--- config.mk ---
export PLATFORM = sky130hd
export DESIGN_NAME = multiway_traffic_controller
export DESIGN_NICKNAME = d
export VERILOG_FILES = /design/src/rtl/multiway_traffic_controller.sv
export SDC_FILE = /design/constraint.sdc
export NUM_CORES = 1
export LEC_CHECK = 0
export ABC_AREA = 1
export CORE_AREA = 3 3 63 65
export CTS_CLUSTER_SIZE = 24
export DETAILED_ROUTE_END_ITERATION = 10
export DIE_AREA = 0 0 66 68
export GPL_TIMING_DRIVEN = 0
export PLACE_DENSITY = 0.73
export SETUP_SLACK_MARGIN = 0.05
export SKIP_CTS_REPAIR_TIMING = 1
export SLEW_MARGIN = 30
export SYNTH_ARGS = -nofsm -noshare
export SYNTH_HDL_FRONTEND = slang
export SYNTH_SLANG_ARGS = --single-unit
--- constraint.sdc ---
create_clock -name clk -period 3.4 [get_ports clk]
set_clock_uncertainty 0.2 [all_clocks]
set_input_delay 0.85 -clock clk [delete_from_list [all_inputs] [get_ports clk]]
set_output_delay 0.85 -clock clk [all_outputs]
set_load 0.02 [all_outputs]
--- src/rtl/multiway_traffic_controller.sv ---
// multiway_traffic_controller: N-way round-robin intersection controller with min/max green, extension, rest-on-main and preemption
// Ports:
//   clk, rst        system clock, asynchronous active-high reset
//   sensor[N_WAY]   vehicle present per approach
//   preempt         emergency preemption request (level)
//   preempt_id      approach to preempt to
//   light[3*N_WAY]  {red, yellow, green} per approach
//   cur_way         approach owning the green/yellow phase
//   phase           0=GREEN, 1=YELLOW, 2=ALL_RED
module multiway_traffic_controller #(
    parameter int N_WAY         = 4,
    parameter int TICKS_PER_SEC = 50,
    parameter int GREEN_MIN     = 10,
    parameter int GREEN_MAX     = 30,
    parameter int YELLOW_T      = 3,
    parameter int ALL_RED_T     = 1
) (
    input  logic                       clk,
    input  logic                       rst,
    input  logic [N_WAY-1:0]           sensor,
    input  logic                       preempt,
    input  logic [$clog2(N_WAY)-1:0]   preempt_id,
    output logic [3*N_WAY-1:0]         light,
    output logic [$clog2(N_WAY)-1:0]   cur_way,
    output logic [1:0]                 phase
);
    localparam int WW   = $clog2(N_WAY);
    localparam int TMAX = (GREEN_MAX > YELLOW_T) ? ((GREEN_MAX > ALL_RED_T) ? GREEN_MAX : ALL_RED_T)
                                                 : ((YELLOW_T > ALL_RED_T) ? YELLOW_T : ALL_RED_T);
    localparam int SW   = $clog2(TMAX + 2);
    localparam int PW   = $clog2(TICKS_PER_SEC + 1);

    typedef enum logic [1:0] {GREEN = 2'd0, YELLOW = 2'd1, ALL_RED = 2'd2} phase_t;

    phase_t            state, state_n;
    logic [N_WAY-1:0]  demand, demand_n, dmd, cur_mask, gmask;
    logic [PW-1:0]     presc;
    logic [SW-1:0]     secs, el;
    logic [WW-1:0]     rr, nxt;
    logic              tick, other, found, go_y, enter_green;

    assign phase = state;

    always_comb begin
        cur_mask = '0;
        cur_mask[cur_way] = 1'b1;
        gmask = (state == GREEN) ? cur_mask : '0;
        // Live sensors count as demand this cycle so a request exits on the very next edge
        dmd   = demand | (sensor & ~gmask);
        other = |(dmd & ~cur_mask);
        tick  = presc == PW'(TICKS_PER_SEC - 1);
        // Seconds elapsed once the current cycle completes; timed exits fire on that edge
        el    = secs + SW'(tick);
        rr    = '0;
        found = 1'b0;
        for (int k = 1; k < N_WAY; k++) begin
            if (!found && dmd[(int'(cur_way) + k) % N_WAY]) begin
                rr    = WW'((int'(cur_way) + k) % N_WAY);
                found = 1'b1;
            end
        end
        nxt  = preempt ? preempt_id : (found ? rr : '0);
        go_y = preempt ? (preempt_id != cur_way)
                       : ((el >= SW'(GREEN_MAX) && other) ||
                          (el >= SW'(GREEN_MIN) && other && !sensor[cur_way]) ||
                          (el >= SW'(GREEN_MIN) && cur_way != '0 && dmd == '0));
        state_n = (state == GREEN)  ? (go_y ? YELLOW : GREEN) :
                  (state == YELLOW) ? ((el >= SW'(YELLOW_T)) ? ALL_RED : YELLOW) :
                                      ((el >= SW'(ALL_RED_T)) ? GREEN : ALL_RED);
        enter_green = (state == ALL_RED) && (state_n == GREEN);
        demand_n = dmd;
        if (enter_green) demand_n[nxt] = 1'b0;
        light = {N_WAY{3'b100}};
        light[3*cur_way +: 3] = (state == GREEN) ? 3'b001 : (state == YELLOW) ? 3'b010 : 3'b100;
    end

    always_ff @(posedge clk or posedge rst) begin
        if (rst) begin
            state   <= GREEN;
            cur_way <= '0;
            demand  <= '0;
            presc   <= '0;
            secs    <= '0;
        end else begin
            state  <= state_n;
            demand <= demand_n;
            if (enter_green) cur_way <= nxt;
            if (state_n != state) begin
                presc <= '0;
                secs  <= '0;
            end else begin
                presc <= tick ? '0 : presc + 1'b1;
                secs  <= (tick && secs < SW'(TMAX)) ? secs + 1'b1 : secs;
            end
        end
    end
endmodule

==> run metrics <==
status=complete, no violations; Avg Cell Area, Syn=6.89 um2; CP arrival=2.27 ns; startpoint types=register; Critical Path Fanout Max=13; Total Routed Length=4380 um; ant diodes=0; CP bufs+invs=4; placed wire-length estimate=3280 um; Detailed Route Iter0 Violations=115; Overall Power=0.000368 W; final worst path period share=97.8%; sequential area share after synthesis=27.2%; Core Footprint=3390 um2; # setup viols final=0; die area=4490 um2; share of cells above drive strength 1=13.0%; area growth from synthesis to layout=21.3%; maxcap violations=0; Post-route DRC=0; total CTS buffers=3; Root Driver=clkbuf_4; Syn Std Cell Area=1750 um2; CP Cell Sequence=inv_1, buf_4, ha_1, buf_2, nor2_1, nand2_1, nor3_1, dlymetal6s2s_1; routability cong.=0.833; CTS max path bufs=2; RSZ-0062 raised after global routing=yes; first-pass GRT wire length=7330 um; Die Y=68 um; critical path data required time=2.35 ns; Cells after Synth=254; WL/cell=13.2 um; YS warnings=0; clock sinks=19; cell with the largest stage delay on the worst path=dfrtp_2; Final #Nets=307; Worst Tran Pin Value=0.717 ns; Max stage delay on crit path=0.48 ns; via/cell ratio=5.23; total track usage=20.7%; crit end category=primary output; pwr dens=174 nW/um2; GRT Residual Overflow=0; H-tree depth=1; #FFs+latches synth=19; Hold WS=0.397 ns; Crit Path Category=register to primary output; CTS tree=done; Final Max Slew Viols=0; Core Rows=21; Die X-Extent=66 um; TritonRoute pass-1 iters=4; initial core utilization=51.6%; Hold WC Path Type=register to register; vias in the first global route=1629; Mapped Nets=275; largest net degree at the start of global routing=20; antenna violations before repair=0; Worst-path clk slew=0.11 ns; number of buffers added on ports=24; Pleak=1.09 nW; Final ANT Viol Nets=0; Rel. slew slack=52.1%; commonest non-fill, non-tap cell in the layout=nand2_1; io pins=25; crit-path leading delay family=buffers and inverters; most frequent cells in the layout=nand2_1 (61), nand3_1 (31), inv_1 (26); Period minus WS final=3.32 ns; via count=1731; Synth cell types=28; endpoints failing hold=0; worst vdd ir=208 uV; f_max=301 MHz; Clk Latency, worst-skew pair=0.30 ns
## synth_stat cells
| cell type | n | area (um2) |
|---|---|---|
| a21oi_1 | 5 | 25.0 |
| nand2_2 | 6 | 37.5 |
| inv_2 | 3 | 11.3 |
| o21ai_2 | 1 | 8.76 |
| nand4_1 | 3 | 18.8 |
| dfrtp_1 | 19 | 475 |
| a32o_1 | 1 | 10.0 |
| or2_2 | 4 | 25.0 |
| nor2_4 | 3 | 33.8 |
| xnor2_1 | 3 | 26.3 |
| buf_2 | 1 | 5.00 |
| ha_1 | 12 | 150 |
| nand3_1 | 31 | 155 |
| nor4_1 | 1 | 6.26 |
| nand2_1 | 61 | 229 |
| buf_4 | 2 | 15.0 |
| nor2_1 | 21 | 78.8 |
| xor2_1 | 6 | 52.6 |
| nor3_1 | 18 | 90.1 |
| a311oi_1 | 1 | 8.76 |
| o21bai_1 | 2 | 15.0 |
| a31oi_1 | 1 | 6.26 |
| buf_6 | 4 | 45.0 |
| nand3_2 | 2 | 20.0 |
| o21ai_0 | 12 | 60.1 |
| inv_1 | 26 | 97.6 |
| nand3b_1 | 4 | 30.0 |
| nand4_2 | 1 | 12.5 |
## registers in the layout (all words and copies together) (netlist names)
name	cells
presc	6
secs	5
demand	4
cur_way	2
phase	2
## worst register-to-register path, delay by kind of cell, from the launching register on
kind | cells | cell delay [ns]
and+or+nand+nor | 15 | 1.31
buffers and inverters | 3 | 0.33
adders and majority gates | 3 | 0.58
DFF | 1 | 0.41
## stage by stage
stage / utilization (%) / setup WS, ns / std cells / instance area, um2 / setup TNS (ns)
floorplan: - / 0.294 / 254 / 1750 / 0
global placement: 60.4 / -0.0999 / 324 / 2050 / -0.349
detailed placement: 60.4 / -0.112 / 324 / 2050 / -0.451
CTS: 61.2 / -0.454 / 328 / 2070 / -4.14
global route: 62.6 / -0.0337 / 331 / 2120 / -0.0337
finish: 62.6 / 0.0751 / 331 / 2120 / 0
## power by group
group          switching [W]  internal, W
Sequential                 0     0.000226
Clock              0.0000708    0.0000438
Combinational      0.0000154    0.0000124
## layer usage
layer  global-route usage [%]  up-vias  share of wire (%)
met3                     1.64        5                6.5
met4                     4.06        0               0.75
li1                         -      897                  -
met1                     30.4      776                 50
met5                        0        -                  0
met2                     33.5       53                 42
## logic make-up after synthesis
logic type	share of synthesized area [%]
xor+xnor	4.51
fa+ha+maj	8.58
simple gates	42.1
compound gates	7.65
flops	27.2
buf+inv	9.94
## worst paths after layout
path | from | end | slack, ns | cells after the start
setup / recovery | cur_way[0] | light[1] | 0.08 | 8
hold / removal | presc[0] | presc[0] | 0.40 | 2
setup reg to reg | presc[1] | demand[2] | 0.45 | 21
hold reg to reg | presc[0] | presc[0] | 0.40 | 2
max in group asynchronous | rst | cur_way[1] | 1.75 | 2
min in group asynchronous | rst | presc[3] | 0.75 | 2
## area by class of cell
type	instances	area (um2)
fillers	308	1270
multi-input cells	199	1100
flip-flops and latches	19	478
repair buffers	27	285
inverters	29	109
plain buffers	7	65.1
well taps	46	57.6
clock buffers	3	22.5
clock inverters	1	5.00
No activity file was read; power rests on OpenSTA's default activity.
